**src/rtl/led_blink_pkg.sv**
```systemverilog
// Shared definitions for the multi-channel LED blinker: mode codes, channel
// state encoding and a width helper.
package led_blink_pkg;

    localparam logic [1:0] MODE_OFF   = 2'd0;
    localparam logic [1:0] MODE_ON    = 2'd1;
    localparam logic [1:0] MODE_BLINK = 2'd2;
    localparam logic [1:0] MODE_BURST = 2'd3;

    typedef enum logic [1:0] {
        S_OFF    = 2'd0,
        S_ON     = 2'd1,
        S_PH_ON  = 2'd2,
        S_PH_OFF = 2'd3
    } ch_state_e;

    // ceil(log2(value)), never less than 1 so single-entry selects stay legal
    function automatic int unsigned clog2_min1(input int unsigned value);
        int unsigned width;
        width = 1;
        while ((64'd1 << width) < 64'(value)) begin
            width++;
        end
        return width;
    endfunction

endpackage

```
**src/rtl/led_blink_channel.sv**
```systemverilog
// One LED channel: OFF/ON/BLINK/BURST state machine advanced by the shared tick.
module led_blink_channel
    import led_blink_pkg::*;
#(
    parameter int unsigned TIME_W = 16,
    parameter int unsigned CNT_W  = 8
) (
    input  logic              clk,
    input  logic              rst_n,
    input  logic              tick,
    input  logic              load,
    input  logic [1:0]        mode,
    input  logic [TIME_W-1:0] on_t,
    input  logic [TIME_W-1:0] off_t,
    input  logic [CNT_W-1:0]  count,
    output logic              lit,
    output logic              busy
);

    localparam logic [TIME_W-1:0] TIME_ONE = TIME_W'(1);
    localparam logic [CNT_W-1:0]  CNT_ONE  = CNT_W'(1);

    ch_state_e         state_q, state_d;
    logic [TIME_W-1:0] ph_cnt_q, ph_cnt_d;
    logic [TIME_W-1:0] on_t_q, on_t_d;
    logic [TIME_W-1:0] off_t_q, off_t_d;
    logic [CNT_W-1:0]  rem_q, rem_d;
    logic              burst_q, burst_d;

    // Next state: a load always wins over a coincident tick
    always_comb begin
        state_d  = state_q;
        ph_cnt_d = ph_cnt_q;
        on_t_d   = on_t_q;
        off_t_d  = off_t_q;
        rem_d    = rem_q;
        burst_d  = burst_q;
        if (load) begin
            ph_cnt_d = '0;
            // zero-length phases are stretched to one tick
            on_t_d   = (on_t == '0) ? TIME_ONE : on_t;
            off_t_d  = (off_t == '0) ? TIME_ONE : off_t;
            rem_d    = count;
            burst_d  = (mode == MODE_BURST);
            unique case (mode)
                MODE_OFF:   state_d = S_OFF;
                MODE_ON:    state_d = S_ON;
                MODE_BLINK: state_d = S_PH_ON;
                MODE_BURST: state_d = (count == '0) ? S_OFF : S_PH_ON;
            endcase
        end else if (tick) begin
            unique case (state_q)
                S_PH_ON: begin
                    if (ph_cnt_q == on_t_q - TIME_ONE) begin
                        state_d  = S_PH_OFF;
                        ph_cnt_d = '0;
                    end else begin
                        ph_cnt_d = ph_cnt_q + TIME_ONE;
                    end
                end
                S_PH_OFF: begin
                    if (ph_cnt_q == off_t_q - TIME_ONE) begin
                        ph_cnt_d = '0;
                        if (burst_q) begin
                            rem_d   = rem_q - CNT_ONE;
                            state_d = (rem_q == CNT_ONE) ? S_OFF : S_PH_ON;
                        end else begin
                            state_d = S_PH_ON;
                        end
                    end else begin
                        ph_cnt_d = ph_cnt_q + TIME_ONE;
                    end
                end
                default: ;
            endcase
        end
    end

    // Channel state registers
    always_ff @(posedge clk or negedge rst_n) begin
        if (!rst_n) begin
            state_q  <= S_OFF;
            ph_cnt_q <= '0;
            on_t_q   <= TIME_ONE;
            off_t_q  <= TIME_ONE;
            rem_q    <= '0;
            burst_q  <= 1'b0;
        end else begin
            state_q  <= state_d;
            ph_cnt_q <= ph_cnt_d;
            on_t_q   <= on_t_d;
            off_t_q  <= off_t_d;
            rem_q    <= rem_d;
            burst_q  <= burst_d;
        end
    end

    // Outputs decoded from registered state only
    always_comb begin
        lit  = (state_q == S_ON) || (state_q == S_PH_ON);
        busy = burst_q && ((state_q == S_PH_ON) || (state_q == S_PH_OFF));
    end

endmodule

```
**src/rtl/led_blinker_multi.sv**
```systemverilog
// N-channel LED pattern generator: free-running tick prescaler, config port
// decode to per-channel loads, and LED pin polarity.
module led_blinker_multi
    import led_blink_pkg::*;
#(
    parameter int unsigned  CLK_HZ         = 50_000_000,
    parameter int unsigned  TICK_HZ        = 1_000,
    parameter int unsigned  N_CH           = 4,
    parameter int unsigned  TIME_W         = 16,
    parameter int unsigned  CNT_W          = 8,
    parameter bit           LED_ACTIVE_LOW = 1'b0,
    localparam int unsigned CH_W           = clog2_min1(N_CH)
) (
    input  logic              clk,
    input  logic              rst_n,
    input  logic              cfg_valid,
    output logic              cfg_ready,
    input  logic [CH_W-1:0]   cfg_ch,
    input  logic [1:0]        cfg_mode,
    input  logic [TIME_W-1:0] cfg_on_t,
    input  logic [TIME_W-1:0] cfg_off_t,
    input  logic [CNT_W-1:0]  cfg_count,
    output logic [N_CH-1:0]   led,
    output logic [N_CH-1:0]   busy,
    output logic              tick
);

    localparam int unsigned      DIV_RAW = CLK_HZ / TICK_HZ;
    localparam int unsigned      DIV     = (DIV_RAW == 0) ? 1 : DIV_RAW;
    localparam int unsigned      PRE_W   = clog2_min1(DIV);
    localparam logic [PRE_W-1:0] PRE_MAX = PRE_W'(DIV - 1);

    logic [PRE_W-1:0] presc_q, presc_d;
    logic             tick_q;
    logic             cfg_ready_q;
    logic             accept;
    logic [N_CH-1:0]  load;
    logic [N_CH-1:0]  lit;
    logic [N_CH-1:0]  ch_busy;

    // Prescaler wraps at DIV-1 and is never restarted by configuration
    always_comb begin
        presc_d = (presc_q == PRE_MAX) ? '0 : presc_q + PRE_W'(1);
    end

    // Tick is registered so it reads 0 in reset and is high while presc_q == DIV-1
    always_ff @(posedge clk or negedge rst_n) begin
        if (!rst_n) begin
            presc_q     <= '0;
            tick_q      <= 1'b0;
            cfg_ready_q <= 1'b0;
        end else begin
            presc_q     <= presc_d;
            tick_q      <= (presc_d == PRE_MAX);
            cfg_ready_q <= 1'b1;
        end
    end

    // Channel select; out-of-range channel numbers are accepted and dropped
    always_comb begin
        accept = cfg_valid && cfg_ready_q;
        load   = '0;
        for (int unsigned i = 0; i < N_CH; i++) begin
            load[i] = accept && (32'(cfg_ch) == i);
        end
    end

    for (genvar g = 0; g < N_CH; g++) begin : g_ch
        led_blink_channel #(
            .TIME_W (TIME_W),
            .CNT_W  (CNT_W)
        ) u_ch (
            .clk   (clk),
            .rst_n (rst_n),
            .tick  (tick_q),
            .load  (load[g]),
            .mode  (cfg_mode),
            .on_t  (cfg_on_t),
            .off_t (cfg_off_t),
            .count (cfg_count),
            .lit   (lit[g]),
            .busy  (ch_busy[g])
        );
    end

    // Pin drive and status outputs
    always_comb begin
        led       = lit ^ {N_CH{LED_ACTIVE_LOW}};
        busy      = ch_busy;
        tick      = tick_q;
        cfg_ready = cfg_ready_q;
    end

endmodule

```
**config.mk**
```make
export PLATFORM = sky130hd
export DESIGN_NAME = led_blinker_multi
export DESIGN_NICKNAME = d
export VERILOG_FILES = /design/src/rtl/led_blink_pkg.sv /design/src/rtl/led_blink_channel.sv /design/src/rtl/led_blinker_multi.sv
export SDC_FILE = /design/constraint.sdc
export NUM_CORES = 1
export LEC_CHECK = 0
export CORE_MARGIN = 2
export CORE_UTILIZATION = 55
export DETAILED_ROUTE_END_ITERATION = 16
export GPL_ROUTABILITY_DRIVEN = 0
export PLACE_DENSITY = 0.76
export SLEW_MARGIN = 40
export SYNTH_ARGS = -nofsm -noshare
export SYNTH_HDL_FRONTEND = slang
export SYNTH_SLANG_ARGS = --single-unit
```
**constraint.sdc**
```tcl
create_clock -name clk -period 3.6 [get_ports clk]
set_input_delay 0.36 -clock clk [delete_from_list [all_inputs] [get_ports clk]]
set_output_delay 0.36 -clock clk [all_outputs]
set_load 0.03 [all_outputs]
```
==> impl_metrics.toml, run 1 <==
[outcome]
status = "finished, final reports clean"

[clock_network]
ctsHtreeMaxLevel = 1
cts.sinks = 254
clockRootBuffer = "clkbuf_16"
clk_latency_ns = 0.57
postCtsSetupBuffers = 0
numCtsBuffers = 28
cts_tree = "done"
cts.path.max_buffers = 3
clk_pin_slew_worst_paths_ns = 0.06

[timing]
drv_slew = 0
final.setup.tns_ns = 0
period_needed_ns = 3.46
whs_ns = 0.259
maxSlewHeadroom_pct = 41.9
worst_pin_slew_ns = 0.860
period_share_pct = 96.2
setup_viol = 0
max_freq_mhz = 289
hold_viol_final = 0
skew_ns = 0.0190
rsz0062_at_grt = "false"

[drt]
dr.pass1.iters = 6
post_drt_wl_per_cell_um = 19.8
antenna_left = 0
drt-initial-drc-count = 1343
vias_per_cell = 6.26
drc = 0
drt-total-wl_um = 46700
vias = 14800

[floorplanning]
die_y_um = 177
io_pins = 57
initial_core_util_pct = 55.8
die_w_um = 177
coreArea_um2 = 29600
dieArea_um2 = 31400
rows = 63

[worst_setup_path]
path_max_fanout = 29
cp.buffers_inverters = 2
startpoint_type = "register"
cp.arrival_ns = 3.91
crit_chain = "inv_1, ha_1, nor4b_4, nor4bb_1, a21oi_1, mux2_2, a2111oi_4, a21boi_0, o211ai_2, buf_12, nor3_1, a211o_1"
cp_slowest_cell = "a2111oi_4"
cp_top_family = "compound AO/OA/AOI/OAI gates"
critPathCaptureType = "register"
reg2reg_depth = 12
cp.required_ns = 4.05
max_stage_delay_ns = 0.48
path_depth = 12
path_class = "register to register"

[layout]
layout_common_cells = "362 x nand2_1, 246 x dfrtp_1, 125 x xnor2_1"
diodes = 0
final_common_cell = "nand2_1"
syn_to_final_growth_pct = 12.0
fin_util_pct = 62.5
drive_gt1_share_pct = 9.08
fillers = 2527
nNetsFinal = 2026

[place]
hpwlAfterDp_um = 32800
port_buffers = 56

[yosys]
ys_async_sr_fraction_pct = 100
synth-seq-area-share_pct = 38.5
netlist.area_leader.share_pct = 37.3
synth_flop_cell = "dfrtp_1"
syn-cell-area_um2 = 16500
synth_edf_count = 0
syn_area_per_cell_um2 = 8.54
yosys.area.top_type = "dfrtp_1"
yosysUniqueCellTypes = 87
synth_fp_nets = 2011
postSynthCellCount = 1934
synth.area.top_cells = "dfrtp_1 37%, nand2_1 8.2%, xnor2_1 6.6%"
synth-warning-count = 0
ys_ff_latch = 254

[global_routing]
antenna_found_initial = 1
grt_pass1_wl_um = 74600
grt_pass1_vias = 14100
overflow = 0
grtUsageTotal_pct = 29.9
grt_max_degree = 100

[flow_run]
cap_violations = 0

[power_and_ir_drop]
ir_drop_uv = 453
p_leak_nw = 8.04
power_density_nw_per_um2 = 496

[worst_hold_path]
hold_path_class = "input pin to async pin"
[path summary, 6_finish.rpt]
check,to,from,slack [ns]
max in group asynchronous,g_ch[3].u_ch.on_t_q[0],rst_n,2.20
worst min-delay path,g_ch[0].u_ch.ph_cnt_q[10],rst_n,0.26
worst max-delay path,g_ch[0].u_ch.ph_cnt_q[14],g_ch[0].u_ch.off_t_q[1],0.14
worst max register to register,g_ch[0].u_ch.ph_cnt_q[14],g_ch[0].u_ch.off_t_q[1],0.14
min in group clk,presc_q[0],presc_q[0],0.49
worst min register to register,presc_q[0],presc_q[0],0.49
[cell type report]
cell class                      instances  area [um2]  area share (%)
Clock buffer                           37         795            4.29
Clock inverter                         15         180           0.973
Inverter                               66         248            1.34
Multi-Input combinational cell       1502        9510            51.3
Sequential cell                       254        6370            34.4
Tap cell                              390         488            2.64
Timing Repair Buffer                   97         933            5.04
[state kept, by name, indices dropped and copies added (netlist names)]
register	flops
cfg_ready	1
presc_q	16
g_ch.u_ch.burst_q	4
g_ch.u_ch.off_t_q	64
g_ch.u_ch.ph_cnt_q	64
tick	1
g_ch.u_ch.rem_q	32
g_ch.u_ch.state_q	8
g_ch.u_ch.on_t_q	64
[cells in the mapped netlist, drive strengths merged (12+ instances only)]
cell / instances
a21o: 27
a21oi: 48
a31oi: 34
and3: 52
buf: 20
clkbuf: 92
dfrtp: 246
ha: 30
inv: 66
mux2: 38
mux2i: 20
nand2: 363
nand2b: 23
nand3: 62
nand3b: 16
nand4: 32
nand4b: 12
nor2: 92
nor2b: 21
nor3: 56
nor3b: 41
nor4: 43
o211ai: 13
o21ai: 105
or3: 22
or4: 24
xnor2: 125
xor2: 65
[metrics by stage]
step,power (mW),instance area [um2],instances,worst slack (ns)
6_report,9.18,18500,2361,0.136
5_1_grt,9.64,18500,2361,0.0147
4_1_cts,9.16,18400,2360,0.104
3_5_place_dp,6.11,17500,2307,0.106
3_3_place_gp,6.00,17400,2307,0.312
2_1_floorplan,5.37,16500,1934,0.506
[per-layer routing]
layer / share of wire (%) / wire length, um / vias up / track usage [%]
li1: - / - / 6845 / -
met1: 42 / 19700 / 7207 / 41.0
met2: 45 / 20900 / 597 / 47.1
met3: 8.6 / 4000 / 132 / 5.23
met4: 4.5 / 2110 / 2 / 12.0
met5: 0.021 / 10 / - / 0
[where the power goes]
part | internal [mW] | switching, mW
Sequential | 3.25 | 0.556
Clock | 1.77 | 1.27
Combinational | 1.04 | 1.28
[worst register-to-register path, stage by stage, from the launching register on]
cell and delay [ns]:
dfrtp_1 0.41, inv_1 0.09, ha_1 0.28, nor4b_4 0.35
nor4bb_1 0.36, a21oi_1 0.07, mux2_2 0.31, a2111oi_4 0.48
a21boi_0 0.21, o211ai_2 0.25, buf_12 0.19, nor3_1 0.07
a211o_1 0.27
[kinds of logic after synthesis]
| logic type | count (synthesis) | synth area share (%) |
|---|---|---|
| simple gates | 909 | 28.4 |
| other cells | 1 | 0.0227 |
| flops | 254 | 38.5 |
| buf+inv | 178 | 4.47 |
| compound gates | 314 | 12.4 |
| xor+xnor | 190 | 10.1 |
| fa+ha+maj | 30 | 2.27 |
| mux | 58 | 3.80 |
[timing repair]
item                                   CTS  global route
gates resized for setup                  0             9
hold buffers                             1             0
endpoints found under the hold margin   92             0
setup endpoints to repair                0            36
No activity file was read; power rests on OpenSTA's default activity.
==> inputs of run 2 (changes only) <==
- ABC_CLOCK_PERIOD_IN_PS: not set -> 3600
==> results of run 2 <==
Same layout as run 1: the final DEF is identical, and so are final timing and power.
